--- src/rtl/axi_forwarding_arbiter_pkg.sv ---
// axi_forwarding_arbiter_pkg: shared LOG2 macro and round-robin index wrap helper
`ifndef LOG2
`define LOG2(x) ((x) <= 1 ? 0 : (x) <= 2 ? 1 : (x) <= 4 ? 2 : (x) <= 8 ? 3 : 4)
`endif
package axi_forwarding_arbiter_pkg;
  function automatic int rr_wrap(input int a, input int n);
    return a >= n ? a - n : a;
  endfunction
endpackage

--- src/rtl/axi_forwarding_arbiter_rr_pick.sv ---
// axi_rr_pick: combinational round-robin priority encoder searching upward from ptr
module axi_rr_pick
  import axi_forwarding_arbiter_pkg::*;
#(
  parameter int N = 2,
  parameter int W = 2
) (
  input  logic [N-1:0] req,
  input  logic [W-1:0] ptr,
  output logic         found,
  output logic [W-1:0] index
);
  int best;
  always_comb begin
    found = |req;
    index = '0;
    best = N;
    for (int i = 0; i < N; i++)
      if (req[i] && rr_wrap(i + N - int'(ptr), N) < best) begin
        best = rr_wrap(i + N - int'(ptr), N);
        index = W'(i);
      end
  end
endmodule

--- src/rtl/axi_forwarding_arbiter.sv ---
// axi_forwarding_arbiter: round-robin packet arbiter and AXI-stream mux for one crossbar output
module axi_forwarding_arbiter
  import axi_forwarding_arbiter_pkg::*;
#(
  parameter int NUM_INPUTS = 2,
  parameter int WIDTH = 64
) (
  input  logic                        clk,
  input  logic                        reset,
  input  logic                        clear,
  input  logic [NUM_INPUTS-1:0]       req,
  output logic [NUM_INPUTS-1:0]       ack,
  input  logic [NUM_INPUTS*WIDTH-1:0] i_tdata,
  input  logic [NUM_INPUTS-1:0]       i_tvalid,
  input  logic [NUM_INPUTS-1:0]       i_tlast,
  output logic [NUM_INPUTS-1:0]       i_tready,
  output logic [WIDTH-1:0]            o_tdata,
  output logic                        o_tvalid,
  output logic                        o_tlast,
  input  logic                        o_tready,
  output logic                        busy,
  output logic [`LOG2(NUM_INPUTS):0]  sel
);
  localparam int SW = `LOG2(NUM_INPUTS) + 1;
  typedef enum logic {IDLE, FORWARD} state_t;
  state_t state;
  logic [SW-1:0] ptr, index;
  logic found;
  axi_rr_pick #(.N(NUM_INPUTS), .W(SW)) pick (
    .req(req),
    .ptr(ptr),
    .found(found),
    .index(index)
  );
  always_ff @(posedge clk)
    if (reset || clear) begin
      state <= IDLE;
      ack <= '0;
      sel <= '0;
      ptr <= '0;
      busy <= 1'b0;
    end else if (state == IDLE) begin
      if (found) begin
        state <= FORWARD;
        sel <= index;
        ack <= NUM_INPUTS'(1) << index;
        busy <= 1'b1;
      end
    end else if (o_tvalid && o_tready && o_tlast) begin
      state <= IDLE;
      ack <= '0;
      busy <= 1'b0;
      ptr <= SW'(rr_wrap(int'(sel) + 1, NUM_INPUTS));
    end
  always_comb begin
    o_tdata = '0;
    for (int i = 0; i < NUM_INPUTS; i++)
      o_tdata = ack[i] ? i_tdata[i*WIDTH +: WIDTH] : o_tdata;
  end
  assign o_tvalid = |(i_tvalid & ack);
  assign o_tlast = |(i_tlast & ack);
  assign i_tready = o_tready ? ack : '0;
endmodule
--- config.mk ---
export PLATFORM = sky130hd
export DESIGN_NAME = axi_forwarding_arbiter
export DESIGN_NICKNAME = d
export VERILOG_FILES = /design/src/rtl/axi_forwarding_arbiter_pkg.sv /design/src/rtl/axi_forwarding_arbiter_rr_pick.sv /design/src/rtl/axi_forwarding_arbiter.sv
export SDC_FILE = /design/constraint.sdc
export NUM_CORES = 1
export LEC_CHECK = 0
export BUFFER_PORTS_ARGS = -buffer_cell sky130_fd_sc_hd__buf_2
export CAP_MARGIN = 25
export CORE_AREA = 2 2 82 84
export DETAILED_ROUTE_END_ITERATION = 12
export DIE_AREA = 0 0 84 86
export HOLD_SLACK_MARGIN = 0.15
export SLEW_MARGIN = 20
export SYNTH_ARGS = -nofsm -noshare
export SYNTH_HDL_FRONTEND = slang
export SYNTH_SLANG_ARGS = --single-unit
--- constraint.sdc ---
create_clock -name clk -period 1.7 [get_ports clk]
set_clock_uncertainty 0.2 [all_clocks]
set_input_delay 0.17 -clock clk [delete_from_list [all_inputs] [get_ports clk]]
set_output_delay 0.17 -clock clk [all_outputs]
set_load 0.1 [all_outputs]
# After elaboration in Yosys (flattened, before gate mapping)

Cells that the tools add are included.

Register bits after elaboration: 8
Logic and storage cells: 50
Bits of input ports: 138
Output and inout port bits: 73

Muxes and demuxes: 17
Reduce and logical (&&, ||, !) cells: 12
Add/subtract/negate cells: 6
Bitwise logic cells: 3
Shift-type cells: 1
Equal/unequal tests: 1
$lt $le $gt $ge: 5

Operators with widths:

| cell                                                               | count |
|---|---|
| 2-to-1 mux 64 bit                                                  | 2 |
| 2-to-1 mux 32 bit                                                  | 3 |
| greater-or-equal comparator 32 x 3 -> 1 bit, second input constant | 2 |
| subtractor 32 x 3 -> 32 bit, second input constant                 | 2 |
| < comparator 32 x 3 -> 1 bit, second input constant                | 1 |
| < comparator 32 bit                                                | 1 |
| 2-to-1 mux 2 bit                                                   | 5 |
| 2-to-1 mux 1 bit                                                   | 7 |
| AND reduction 2 bit                                                | 3 |
| OR reduction 2 bit                                                 | 3 |
| subtractor 2 x 2 -> 3 bit, first input constant                    | 2 |
| AND 2 bit                                                          | 2 |
| logical AND 1 bit                                                  | 4 |
| adder 2 x 1 -> 3 bit, second input constant                        | 1 |
| greater-or-equal comparator 3 x 2 -> 1 bit, second input constant  | 1 |
| != test 2 x 1 -> 1 bit, second input constant                      | 1 |
| nonzero test 2 bit                                                 | 1 |
| << shifter 1 x 2 -> 2 bit, first input constant                    | 1 |
| subtractor 2 bit, second input constant                            | 1 |
| logical OR 1 bit                                                   | 1 |
| inverter 1 bit                                                     | 1 |

# Depth between registers and ports, before layout

Depth after elaboration: 12
Mapped depth: 5
Depth with buffers taken out: 4

# Modules after synthesis

Synthesis repeated with hierarchy kept, for this count alone.

Cell total of the unflattened synthesis: 134
Area, all modules: 1107.3 µm²

By module, submodules not included:

| module                 | area each (µm²) | times used | cells each |
|---|---|---|---|
| axi_forwarding_arbiter | 993.5           | 1          | 120 |
| axi_rr_pick            | 113.9           | 1          | 14 |

# Least setup slack after synthesis

No wires, ideal clock.

Path kind: register -> register
Start point: register ack[1]
End point: register ptr[0]
Cell stages (with the launch flop): 5
Required time: 1.428 ns
Slack: -1.049 ns
Data arrival time: 2.478 ns
Cell sequence: dfxtp_1 -> buf_6 -> a22o_1 -> and4_4 -> mux2i_1

Longest elaborated chain between the ends: 5
Elaborated cells on any way between the ends: 7

Ends and longest elaborated chain:

| what                            | line                         | source |
|---|---|---|
| from (decl)                     | axi_forwarding_arbiter.sv:12 | `output logic [NUM_INPUTS-1:0] ack,` |
| from (signal assigned)          | axi_forwarding_arbiter.sv:46 | `ack <= NUM_INPUTS'(1) << index;` |
| AND 2 bit                       | axi_forwarding_arbiter.sv:60 | `assign o_tvalid = \|(i_tvalid & ack);` |
| OR reduction 2 bit              | axi_forwarding_arbiter.sv:60 |  |
| via o_tvalid                    | axi_forwarding_arbiter.sv:18 | `output logic o_tvalid,` |
| logical AND 1 bit (2 in series) | axi_forwarding_arbiter.sv:49 | `end else if (o_tvalid && o_tready && o_tlast) begin` |
| AND reduction 2 bit (no line)   | -                            |  |
| to (signal assigned)            | axi_forwarding_arbiter.sv:53 | `ptr <= SW'(rr_wrap(int'(sel) + 1, NUM_INPUTS));` |
| to (decl)                       | axi_forwarding_arbiter.sv:27 | `logic [SW-1:0] ptr, index;` |

The timed path passes the listed nets, and every way through them passes these cells.
A chain may end at the register's enable or synchronous reset.

# Final worst setup path

Start point: register ack[0]
End point: output port o_tdata[50]

Longest elaborated chain between the ends: 2

Ends and longest elaborated chain:

| what                            | line                         | source |
|---|---|---|
| 2-to-1 mux 64 bit (2 in series) | axi_forwarding_arbiter.sv:58 | `o_tdata = ack[i] ? i_tdata[i*WIDTH +: WIDTH] : o_tdata;` |
| to (decl)                       | axi_forwarding_arbiter.sv:17 | `output logic [WIDTH-1:0] o_tdata,` |

No other way between the ends.

==> results_dict.tcl <==
set metrics [dict create \
    synth_area_leaders "a22o_1, dfxtp_1, buf_4" \
    startpoint_type "flop" \
    swShare_pct 51.7 \
    ys.flop_type "dfxtp_1" \
    dieArea_mm2 0.00722 \
    die_y_um 86 \
    status "complete, but fails checks" \
    clk_pin_slew_ns 0.04 \
    r2r_end "ack[1]" \
    start_util_pct 16.1 \
    rrSetupSlack_ns 0.11 \
    cp_data_required_time_ns 1.33 \
    p_sw_w 0.00104 \
    power.density_mw_per_mm2 498 \
    cts_tree "yes" \
    power.total_w 0.00202 \
    cts_root_buf "clkbuf_8" \
    max_freq_ghz 0.563 \
    drv_cap 0 \
    arrival_ns 1.41 \
    synth_edf_count 0 \
    setup_slack_ns -0.0758 \
    ys_seq_area_share_pct 11.9 \
    first_pass_iters 4 \
    grtUsageTotal_pct 20.1 \
    fin_crit_ns 1.78 \
    cp_cell_sequence "nor2b_4 > buf_12 > clkbuf_16 > a22o_4 > buf_12" \
    crit_slowest_cell "dfxtp_4" \
    yosys_warnings 0 \
    hold_class "in -> reg" \
    p_clk_share_pct 11.5 \
    die_w_um 84 \
    cts.sinks 6 \
    r2r_cells 5 \
    final_cell_mix "buf_2, buf_12, a22o_4, buf_16" \
    violations "negative setup slack" \
    drt_iter0_drc 50 \
    cpPeakStageDelay_ns 0.33 \
    ys_types 27 \
    critPathKind "reg -> out" \
    hold_violations 0 \
    syn-cell-area_mm2 0.00101 \
    irDropWorstVdd_mv 0.487 \
    yosys.area.top_type "a22o_1" \
    period_share_pct 104 \
    holdPathStages 3 \
    antenna_found_initial 1 \
    num_rows 29 \
    grt_pass1_wl_um 11500 \
    vias_per_cell 4.81 \
    combPwrFrac_pct 81.0 \
    finalSetupViolCount 64 \
    cts_max_level 1 \
    crit_fanout 8 \
    async_flop_share_pct 0 \
    port_buffers 209 \
    placed_area_mm2 0.00372 \
    drcViolationCount 0 \
    clockBufferDepth 2 \
    drv_slew 0 \
    area_growth_pct 300 \
    ios 211 \
    synthCells 118 \
    cpMostUsedCell "buf_12" \
    via_count 1980 \
    grt_start_max_net_pins 50 \
    power.share.sequential_pct 7.5 \
    cts_buffers 3 \
    grt-ovfl-total 0 \
    synth_top_area_share_pct 56.2 \
    rsz0062_at_grt "yes" \
    endpoint_kind "primary output" \
    grt_pass1_vias 2084 \
    syn_area_per_cell_um2 8.58 \
    ant_nets 0 \
    drt_wl_total_um 7840 \
    p_leak_nw 2.06 \
    intPower_w 0.000972 \
    place_congestion 0.766 \
    drive_above_1_share_pct 89.2 \
    pre_cts_ws_ns 0.127 \
    dp_hpwl_um 5990 \
    layout_commonest_cell "buf_2" \
    insertion_delay_ns 0.23 \
    rr_startpoint "ack[1]" \
    routedWlPerCell_um 19.0 \
    stdcell_area_mm2 0.00405 \
    core_mm2 0.00628 \
    synth-seq-cells 6 \
    min_from "o_tready" \
    min_to "state" \
    fin_nets 475 \
]
## synth_stat cells (2+ instances only)
master,n
nor2_1,2
buf_4,7
nand2_1,2
dfxtp_1,6
clkbuf_1,3
or3_1,2
buf_2,6
ha_1,2
nand2b_1,2
nor2b_1,2
nand3_1,2
a22o_1,65
and2_1,2
conb_1,2
## cells by family after synthesis
group           Yosys count  synth area share [%]
compound gates           74                  64.4
fa+ha+maj                 2                  2.47
buf+inv                  17                  10.4
flops                     6                  11.9
mux                       1                 0.989
other cells               2                 0.742
simple gates             16                  9.15
## layout make-up
type / instances / area [um2]
sequential: 6 / 128
clock buffer: 4 / 45.0
timing repair buffer: 227 / 2400
antenna: 1 / 2.50
multi-input combinational: 97 / 1380
tap: 77 / 96.3
fill: 503 / 2230
## power by group through the flow
| stage | registers (W) | logic [W] | clock network, W |
|---|---|---|---|
| after CTS | 0.000151 | 0.00162 | 0.000237 |
| final | 0.000151 | 0.00163 | 0.000232 |
| after detailed placement | 0.000155 | 0.00154 | 0 |
| after floorplan | 0.000185 | 0.000899 | 0 |
| after global placement | 0.000154 | 0.00152 | 0 |
| after global routing | 0.000151 | 0.00168 | 0.000248 |
## critical path: cells and delay by family, from the launching register on
family	cells	cell delay, ns
AO/OA/AOI/OAI	1	0.23
buffers and inverters	3	0.48
flip-flops	1	0.33
AND/OR/NAND/NOR	1	0.13
## layer usage
metal	wire (um)	global-route usage (%)	vias up
met5	19	0	-
met4	114	3.81	2
met3	369	2.98	13
met2	4600	41.2	93
met1	2740	21.8	935
li1	-	-	937
## timing repair
| item | in CTS | in global routing |
|---|---|---|
| hold endpoints to repair | 6 | 0 |
| hold buffers | 4 | 0 |
| buffers inserted | 3 | 1 |
| pin swaps | 0 | 3 |
| gates resized for setup | 9 | 1 |
| setup endpoints to repair | 65 | 65 |
| cloned | 4 | 2 |
## per-stage QoR
step	hold WS (ns)	setup TNS (ns)	cells	util, %
detailed placement	0.214	0	393	59.2
global route	0.187	-5.32	411	64.4
CTS	0.165	-3.45	408	63.4
floorplan	0.0869	-3.47	120	-
finish	0.166	-3.27	412	64.5
global placement	0.214	0	393	59.2
## sequential cells by signal, indices dropped and copies added, names as in the netlist
register / count
ack: 2
state: 1
busy: 1
sel: 1
ptr: 1
## worst max path at each step
stage | from | end | slack (ns)
final | ack[0] | o_tdata[50] | -0.08
after global routing | ack[0] | o_tdata[32] | -0.10
after CTS | ack[0] | o_tdata[13] | -0.08
after detailed placement | ack[0] | o_tdata[2] | 0.13
after global placement | ack[0] | o_tdata[2] | 0.15
after floorplan | ack[1] | o_tdata[13] | -0.06
Power figures use the tool's default switching activity.
